`src/rtl/ps2_kbd_rx_pkg.sv`:
```
// Shared definitions for the PS/2 keyboard receiver: FSM states, frame shape, defaults.
// Latency: n/a (types and constants only).
// Backpressure: n/a.
package ps2_pkg;

    typedef enum logic [1:0] {
        ST_IDLE   = 2'd0,
        ST_DATA   = 2'd1,
        ST_PARITY = 2'd2,
        ST_STOP   = 2'd3
    } ps2_state_t;

    localparam int FRAME_BITS = 11;   // start + 8 data + parity + stop
    localparam int DATA_BITS  = 8;
    localparam bit ODD_PARITY = 1'b1; // data ones plus parity bit must be odd

    localparam int DEF_FILTER_LEN     = 8;
    localparam int DEF_TIMEOUT_CYCLES = 50000;
    localparam int DEF_FIFO_AW        = 3;

    // True when the data byte and its parity bit satisfy odd parity.
    function automatic logic parity_ok(input logic [DATA_BITS-1:0] d, input logic p);
        return (^{d, p}) == ODD_PARITY;
    endfunction

endpackage

```
`src/rtl/ps2_kbd_rx_if.sv`:
```
// Byte handshake between the PS/2 receiver and the keyboard port of the I/O bus.
// Latency: n/a (wires only).
// Backpressure: consumer holds rx_ready low; the producer keeps rx_data/rx_valid stable.
interface ps2_kbd_rx_if;
    import ps2_pkg::*;

    logic [DATA_BITS-1:0] rx_data;
    logic                 rx_valid;
    logic                 rx_ready;

    modport master (output rx_data, output rx_valid, input rx_ready);
    modport slave  (input rx_data, input rx_valid, output rx_ready);
endinterface

```
`src/rtl/ps2_kbd_rx_fifo.sv`:
```
// Generic synchronous FIFO with an overflow pulse for pushes that find it full.
// Latency: one cycle from push to non-empty; dout is combinational from the head entry.
// Backpressure: push while full (and no pop) drops the word; pop while empty is ignored.
module ps2_rx_fifo
    import ps2_pkg::*;
#(
    parameter int W  = DATA_BITS,
    parameter int AW = DEF_FIFO_AW
) (
    input  logic         clk,
    input  logic         rst,
    input  logic         push,
    input  logic [W-1:0] din,
    input  logic         pop,
    output logic [W-1:0] dout,
    output logic         full,
    output logic         empty,
    output logic         overflow
);
    localparam int             DEPTH    = 2**AW;
    localparam logic [AW:0]    FULL_CNT = (AW+1)'(DEPTH);

    logic [W-1:0]  mem [DEPTH];
    logic [AW-1:0] wr_ptr;
    logic [AW-1:0] rd_ptr;
    logic [AW:0]   count;
    logic          do_push;
    logic          do_pop;

    assign empty   = (count == '0);
    assign full    = (count == FULL_CNT);
    assign do_pop  = pop & ~empty;
    // A pop in the same cycle frees the slot, so a full FIFO can still accept.
    assign do_push = push & (~full | do_pop);
    assign dout    = empty ? '0 : mem[rd_ptr];

    // Storage array: written only when the push is accepted.
    always_ff @(posedge clk) begin
        if (do_push) mem[wr_ptr] <= din;
    end

    // Pointers wrap naturally at AW bits; count tracks occupancy.
    always_ff @(posedge clk or posedge rst) begin
        if (rst) begin
            wr_ptr   <= '0;
            rd_ptr   <= '0;
            count    <= '0;
            overflow <= 1'b0;
        end else begin
            overflow <= push & full & ~do_pop;
            if (do_push) wr_ptr <= wr_ptr + 1'b1;
            if (do_pop)  rd_ptr <= rd_ptr + 1'b1;
            case ({do_push, do_pop})
                2'b10:   count <= count + 1'b1;
                2'b01:   count <= count - 1'b1;
                default: count <= count;
            endcase
        end
    end
endmodule

```
`src/rtl/ps2_kbd_rx.sv`:
```
// PS/2 keyboard receiver: sync + deglitch ps2_clk, deserialise 11-bit frames, buffer good bytes.
// Latency: byte valid 2 + FILTER_LEN + 2 clk after the raw stop-bit falling edge.
// Backpressure: rx_ready low fills the buffer (FIFO if PS2_KBD_FIFO_EN, else one entry); extra bytes drop with overflow.
module ps2_kbd_rx
    import ps2_pkg::*;
#(
    parameter int FILTER_LEN     = DEF_FILTER_LEN,
    parameter int TIMEOUT_CYCLES = DEF_TIMEOUT_CYCLES,
    parameter int FIFO_AW        = DEF_FIFO_AW
) (
    input  logic         clk,
    input  logic         reset,
    input  logic         ps2_clk,
    input  logic         ps2_data,
    ps2_kbd_rx_if.master rx,
    output logic         parity_err,
    output logic         frame_err,
    output logic         overflow,
    output logic         busy
);
    localparam int               FCW      = $clog2(FILTER_LEN);
    localparam logic [FCW-1:0]   FCNT_MAX = FCW'(FILTER_LEN - 1);
    localparam int               WDW      = $clog2(TIMEOUT_CYCLES + 1);
    localparam logic [WDW-1:0]   WD_LAST  = WDW'(TIMEOUT_CYCLES - 1);
    localparam logic [2:0]       LAST_BIT = 3'(DATA_BITS - 1);

    logic [1:0]           clk_sync;
    logic [1:0]           data_sync;
    logic [FCW-1:0]       filt_cnt;
    logic                 filt_clk;
    logic                 filt_prev;
    logic                 fall;
    ps2_state_t           state;
    logic [2:0]           bit_cnt;
    logic [DATA_BITS-1:0] shreg;
    logic                 par_bit;
    logic [WDW-1:0]       wdog;
    logic                 push;

    // Two-flop synchronisers; idle PS/2 lines sit high.
    always_ff @(posedge clk or posedge reset) begin
        if (reset) begin
            clk_sync  <= 2'b11;
            data_sync <= 2'b11;
        end else begin
            clk_sync  <= {clk_sync[0], ps2_clk};
            data_sync <= {data_sync[0], ps2_data};
        end
    end

    // Filtered clock flips only after FILTER_LEN consecutive samples disagree with it.
    always_ff @(posedge clk or posedge reset) begin
        if (reset) begin
            filt_cnt  <= '0;
            filt_clk  <= 1'b1;
            filt_prev <= 1'b1;
        end else begin
            filt_prev <= filt_clk;
            if (clk_sync[1] == filt_clk) begin
                filt_cnt <= '0;
            end else if (filt_cnt == FCNT_MAX) begin
                filt_clk <= clk_sync[1];
                filt_cnt <= '0;
            end else begin
                filt_cnt <= filt_cnt + 1'b1;
            end
        end
    end

    assign fall = filt_prev & ~filt_clk;
    assign busy = (state != ST_IDLE);

    // Frame FSM with watchdog; pulses and push are registered and last one cycle.
    always_ff @(posedge clk or posedge reset) begin
        if (reset) begin
            state      <= ST_IDLE;
            bit_cnt    <= '0;
            shreg      <= '0;
            par_bit    <= 1'b0;
            wdog       <= '0;
            push       <= 1'b0;
            parity_err <= 1'b0;
            frame_err  <= 1'b0;
        end else begin
            push       <= 1'b0;
            parity_err <= 1'b0;
            frame_err  <= 1'b0;
            if (state == ST_IDLE || fall) wdog <= '0;
            else                          wdog <= wdog + 1'b1;

            if (state != ST_IDLE && !fall && wdog == WD_LAST) begin
                // Device stalled mid-frame: abandon the partial byte.
                state     <= ST_IDLE;
                frame_err <= 1'b1;
                wdog      <= '0;
            end else if (fall) begin
                case (state)
                    ST_IDLE: begin
                        if (data_sync[1] == 1'b0) begin
                            state   <= ST_DATA;
                            bit_cnt <= '0;
                        end else begin
                            frame_err <= 1'b1;
                        end
                    end
                    ST_DATA: begin
                        shreg <= {data_sync[1], shreg[DATA_BITS-1:1]};
                        if (bit_cnt == LAST_BIT) state <= ST_PARITY;
                        else                     bit_cnt <= bit_cnt + 1'b1;
                    end
                    ST_PARITY: begin
                        par_bit <= data_sync[1];
                        state   <= ST_STOP;
                    end
                    default: begin
                        state <= ST_IDLE;
                        if (data_sync[1] == 1'b0)        frame_err  <= 1'b1;
                        else if (!parity_ok(shreg, par_bit)) parity_err <= 1'b1;
                        else                             push       <= 1'b1;
                    end
                endcase
            end
        end
    end

`ifdef PS2_KBD_FIFO_EN
    logic fifo_empty;
    logic fifo_full_unused;

    ps2_rx_fifo #(.W(DATA_BITS), .AW(FIFO_AW)) u_fifo (
        .clk      (clk),
        .rst      (reset),
        .push     (push),
        .din      (shreg),
        .pop      (rx.rx_valid & rx.rx_ready),
        .dout     (rx.rx_data),
        .full     (fifo_full_unused),
        .empty    (fifo_empty),
        .overflow (overflow)
    );

    assign rx.rx_valid = ~fifo_empty;
`else
    logic                 hold_vld;
    logic [DATA_BITS-1:0] hold_dat;
    logic                 accept;
    logic                 unused_aw;

    assign unused_aw   = ^FIFO_AW;
    assign accept      = hold_vld & rx.rx_ready;
    assign rx.rx_valid = hold_vld;
    assign rx.rx_data  = hold_dat;

    // One-entry holding register; a same-cycle accept frees it for the new byte.
    always_ff @(posedge clk or posedge reset) begin
        if (reset) begin
            hold_vld <= 1'b0;
            hold_dat <= '0;
            overflow <= 1'b0;
        end else begin
            overflow <= 1'b0;
            if (push) begin
                if (!hold_vld || accept) begin
                    hold_dat <= shreg;
                    hold_vld <= 1'b1;
                end else begin
                    overflow <= 1'b1;
                end
            end else if (accept) begin
                hold_vld <= 1'b0;
            end
        end
    end
`endif
endmodule

```
`src/flat_wrapper.sv`:
```
// flat-port wrapper written by rule: the top's interface ports become plain ports
module ps2_kbd_rx_flat import ps2_pkg::*;
#(
    parameter int FILTER_LEN     = DEF_FILTER_LEN,
    parameter int TIMEOUT_CYCLES = DEF_TIMEOUT_CYCLES,
    parameter int FIFO_AW        = DEF_FIFO_AW
)
  (clk, reset, ps2_clk, ps2_data, parity_err, frame_err, overflow, busy, rx_rx_data, rx_rx_valid, rx_rx_ready);
  ps2_kbd_rx_if rx_i ();
  input  logic clk;
  input  logic reset;
  input  logic ps2_clk;
  input  logic ps2_data;
  output logic parity_err;
  output logic frame_err;
  output logic overflow;
  output logic busy;
  output wire logic [$bits(rx_i.rx_data)-1:0] rx_rx_data;
  output wire logic [$bits(rx_i.rx_valid)-1:0] rx_rx_valid;
  input wire logic [$bits(rx_i.rx_ready)-1:0] rx_rx_ready;
  assign rx_rx_data = rx_i.rx_data;
  assign rx_rx_valid = rx_i.rx_valid;
  assign rx_i.rx_ready = rx_rx_ready;
  ps2_kbd_rx #(.FILTER_LEN(FILTER_LEN), .TIMEOUT_CYCLES(TIMEOUT_CYCLES), .FIFO_AW(FIFO_AW)) u_core (.clk(clk), .reset(reset), .ps2_clk(ps2_clk), .ps2_data(ps2_data), .rx(rx_i), .parity_err(parity_err), .frame_err(frame_err), .overflow(overflow), .busy(busy));
endmodule
```
`config.mk`:
```
export PLATFORM = sky130hd
export DESIGN_NAME = ps2_kbd_rx_flat
export DESIGN_NICKNAME = d
export VERILOG_FILES = /design/src/rtl/ps2_kbd_rx_pkg.sv /design/src/rtl/ps2_kbd_rx_if.sv /design/src/rtl/ps2_kbd_rx_fifo.sv /design/src/rtl/ps2_kbd_rx.sv /design/src/flat_wrapper.sv
export SDC_FILE = /design/constraint.sdc
export NUM_CORES = 1
export LEC_CHECK = 0
export ABC_AREA = 1
export ABC_CLOCK_PERIOD_IN_PS = 3270
export CORE_UTILIZATION = 35
export CTS_BUF_LIST = sky130_fd_sc_hd__clkbuf_4 sky130_fd_sc_hd__clkbuf_8 sky130_fd_sc_hd__clkbuf_16
export CTS_CLUSTER_DIAMETER = 200
export DETAILED_ROUTE_END_ITERATION = 7
export PLACE_DENSITY = 0.52
export SLEW_MARGIN = 20
export SYNTH_ARGS = -nofsm -noshare
export SYNTH_HDL_FRONTEND = slang
export SYNTH_SLANG_ARGS = --single-unit
```
`constraint.sdc`:
```
create_clock -name clk -period 3.27 [get_ports clk]
set_clock_uncertainty 0.15 [all_clocks]
set_input_delay 0.654 -clock clk [delete_from_list [all_inputs] [get_ports clk]]
set_output_delay 0.654 -clock clk [all_outputs]
set_load 0.1 [all_outputs]
```
# Word-level counts from Yosys, hierarchy flattened
# Index checks and enable logic that the tools add are counted.
# W data, S select, Z words.
# classes
n_bitwise	5
reduce_logical	21
addsub	3
n_eq_ne	11
mux	32
# op_table
op	count
$mux W16	2
$mux W1	19
$add A16 B1 Y16 const B	1
$eq A16 B16 Y1 const B	1
$mux W3	4
$reduce_and A3 Y1	3
$reduce_xor A9 Y1	1
$mux W2	4
$reduce_bool A2 Y1	4
$add A3 B1 Y3 const B	2
$eq A3 B3 Y1 const B	2
$ne A2 B2 Y1 const B	3
$pmux W2 S3	1
$pmux W3 S2	1
$reduce_and A2 Y1	3
$reduce_and A5 Y1	1
$ne A3 B1 Y1 const B	1
$ne A3 B3 Y1 const B	1
$not A1 Y1	3
$reduce_or A3 Y1	1
$and A1 B1 Y1	2
$eq A2 B1 Y1 const B	1
$eq A2 B2 Y1 const B	1
$logic_and A1 B1 Y1	2
other kinds (6)	8
# word_totals
output_inout_bits	13
input_bits	5
reg_bits	52

# Logic depth before layout (Yosys ltp)
# depth
ltp_word	7
mapped_depth	11
depth_no_buf	10

# Worst setup path after synthesis
# Ideal clock, no wire load.
# synth_timing
path_kind	register to output
startpoint	reg u_core.state[0]
endpoint	out busy
arrival_time_ps	1315
path_slack_ps	1151
stages_incl_launch_ff	4
n_path_buf	0
cell_sequence	dfrtp_1 inv_1 ha_1 inv_1
# synth_via
elab_chain_cells	1
# synth_rtl
element	line_no	source
from (decl)	ps2_kbd_rx.sv:33	ps2_state_t state;
from (signal assigned)	ps2_kbd_rx.sv:76	state <= ST_IDLE;
from (signal assigned)	ps2_kbd_rx.sv:93	state <= ST_IDLE;
from (signal assigned)	ps2_kbd_rx.sv:100	state <= ST_DATA;
$reduce_bool A2 Y1	ps2_kbd_rx.sv:71	assign busy = (state != ST_IDLE);
to (decl)	flat_wrapper.sv:17	output logic busy;
# No other way between the ends.

# Worst setup path in the final report
# Same ends and word-level chain as after synthesis.

==> results.md <==
* Final period util at 69.0%
* Most frequent cell after synthesis: nand2_1
* Die span in x at 88.3 um
* Post-layout util at 40.6%
* Drt drc at 0
* Initial antenna violation count at 0
* Status: completed
* Core Area at 0.00721 mm^2
* Post-Syn Area at 0.00261 mm^2
* GP Congestion at 0.760
* Max H-tree Level at 2
* WL met1 at 2440 um
* Setup Crit Path Kind: reg -> out
* Post-synth EDFFs at 0
* Die area at 0.00780 mm^2
* Syn_area_per_cell at 8.04 um^2
* Clk slew on worst S/H paths at 0.09 ns
* Number of global-route vias before repair at 1871
* Area growth, synth to finish at 12.5%
* Total negative slack at 0 ns
* DRT Wirelength at 4640 um
* Leakage at 1.47 nW
* Sink Count at 52
* Fmax at 443 MHz
* Post-DP HPWL at 3330 um
* Critical Path RT at 2.47 ns
* Post-synth top area cell: dfrtp_1
* Drt via density at 4.47
* TritonCTS clock tree: yes
* Minimum clock period after layout at 2.26 ns
* Iteration-0 DRC Markers at 83
* Max-Cap Viols at 0
* Synth top area share at 44.2%
* Vias at 1979
* Setup bufs post-CTS at 0
* CP Capture Type: output port
* Post-CTS Hold Buffers at 0
* #FFs+latches synth at 52
* Gr usage total at 14.0%
* Die height at 88.3 um
* # diodes at 0
* Setup crit start kind: flop
* Root buffer cell: clkbuf_8
* PwrDens at 544 mW/mm^2
* Worst slew pin tran at 0.635 ns
* Finish-stage setup viols at 0
* Met3 wire len at 146 um
* Rows at 31
* Drt wl/cell at 10.5 um
* IO Count at 18
* RSZ-0062 raised after global routing: false
* CTS resizes at 0
* Port Buffer Count at 17
* Synth area leaders: dfrtp_1 44%, nand2_1 15%, inv_1 6.2%, dfstp_2 6.0%, ha_1 4.3%
* Drt first pass iters at 4
* Sequential share of the synthesized area at 50.2%
* Worst rel slew slack at 57.6%
* RR Endpoint: u_core.bit_cnt[0]
* WL met2 at 2010 um
* Critical path launch point: u_core.state[0]
* Slew Viols, Final at 0
* Layout net count at 357
* Share of layout cells above drive strength 1 at 12.8%
* Post-Synthesis Net Count at 338
* Async SR Flop Fraction at 100%
* Largest net degree at the start of global routing at 53
* Yosys cell types at 32
* CP max FO at 6
* Synthesis Warnings at 0
* Crit path to: busy
* Main synth FF type: dfrtp_1
* Hold Crit Class: reg -> reg
* Worst EP arrival at 1.45 ns
* GRT overflow at 0
* Synth top cells by count: 101 x nand2_1, 46 x dfrtp_1, 43 x inv_1
* FF-to-FF path depth at 8
* Synth Instances at 324
* Uppermost layer routed: met4
* CTS buffer count at 5
* Post-DRT Antenna Nets at 0
* Power Total at 1.59 mW
* Clk Latency, worst-skew pair at 0.30 ns
* Maximum clock path buffer count at 2
* Worst R2R Start: u_core.state[1]
* Hold Fails Final Rpt at 0
* R2R Setup Slk at 1.33 ns
* Starting Density at 36.1%
* Global-route wire length before repair at 8460 um
* Peak VDD IR at 0.432 mV
==> how the worst min path moves through the flow <==
stage	from	end	depth (start not counted)
after global placement	u_core.data_sync[0]	u_core.data_sync[1]	0
after floorplan	u_core.clk_sync[0]	u_core.clk_sync[1]	0
after global routing	u_core.data_sync[0]	u_core.data_sync[1]	0
final	u_core.clk_sync[0]	u_core.clk_sync[1]	0
after CTS	u_core.clk_sync[0]	u_core.clk_sync[1]	0
after detailed placement	u_core.clk_sync[0]	u_core.clk_sync[1]	0
==> stage by stage <==
stage | instances | setup slack (ns) | instance area [um^2] | hold WS (ns)
3_5_place_dp | 435 | 1.27 | 2840 | 0.198
3_3_place_gp | 435 | 1.30 | 2840 | 0.197
4_1_cts | 443 | 1.00 | 2930 | 0.211
6_report | 443 | 1.01 | 2930 | 0.210
5_1_grt | 443 | 0.919 | 2930 | 0.219
2_1_floorplan | 324 | 1.15 | 2610 | 0.195
==> cell usage in the layout (no fill, tap or decap), drive strengths merged, types with 9 or more instances in the layout <==
master,n
o21ai,13
nor3,9
nand4,12
ha,9
dfrtp,46
nand2,103
buf,14
nor2,35
inv,47
nand3,18
a21oi,9
==> metal layers <==
metal | track usage (%) | vias up
met5 | 0 | -
li1 | - | 1057
met3 | 3.08 | 5
met4 | 3.96 | 0
met2 | 22.3 | 24
met1 | 19.1 | 893
==> state kept, by name (all words and copies together) (netlist names) <==
register / cells
u_core.clk_sync: 2
u_core.filt_cnt: 3
u_core.overflow: 1
u_core.state: 2
u_core.frame_err: 1
u_core.par_bit: 1
u_core.shreg: 8
u_core.bit_cnt: 3
u_core.rx.rx_valid: 1
u_core.filt_prev: 1
u_core.push: 1
u_core.wdog: 16
u_core.parity_err: 1
u_core.data_sync: 2
u_core.rx.rx_data: 8
u_core.filt_clk: 1
==> area by class of cell <==
| cell class | count | area (um^2) |
|---|---|---|
| fill | 793 | 4280 |
| sequential | 52 | 1310 |
| multi-input combinational | 218 | 1080 |
| inverter | 48 | 180 |
| timing repair buffer | 18 | 145 |
| tap | 99 | 124 |
| clock buffer | 6 | 82.6 |
| clock inverter | 2 | 10.0 |
==> cells by family after synthesis <==
kind of cell | count (synthesis) | synth area share (%)
buf+inv | 54 | 8.30
compound gates | 26 | 5.43
simple gates | 179 | 30.4
flops | 52 | 50.2
fa+ha+maj | 9 | 4.32
xor+xnor | 4 | 1.34
==> report_power, final <==
part / switching, mW / internal, mW
Clock: 0.201 / 0.169
Sequential: 0.0485 / 0.715
Combinational: 0.332 / 0.128
==> worst max-delay path, cell delays in order, from the launching register on <==
cell and delay (ns):
dfrtp_1 0.40, inv_1 0.08, ha_1 0.30, inv_1 0.09, buf_4 0.28
Note: power is estimated with default switching activity, not from simulation.
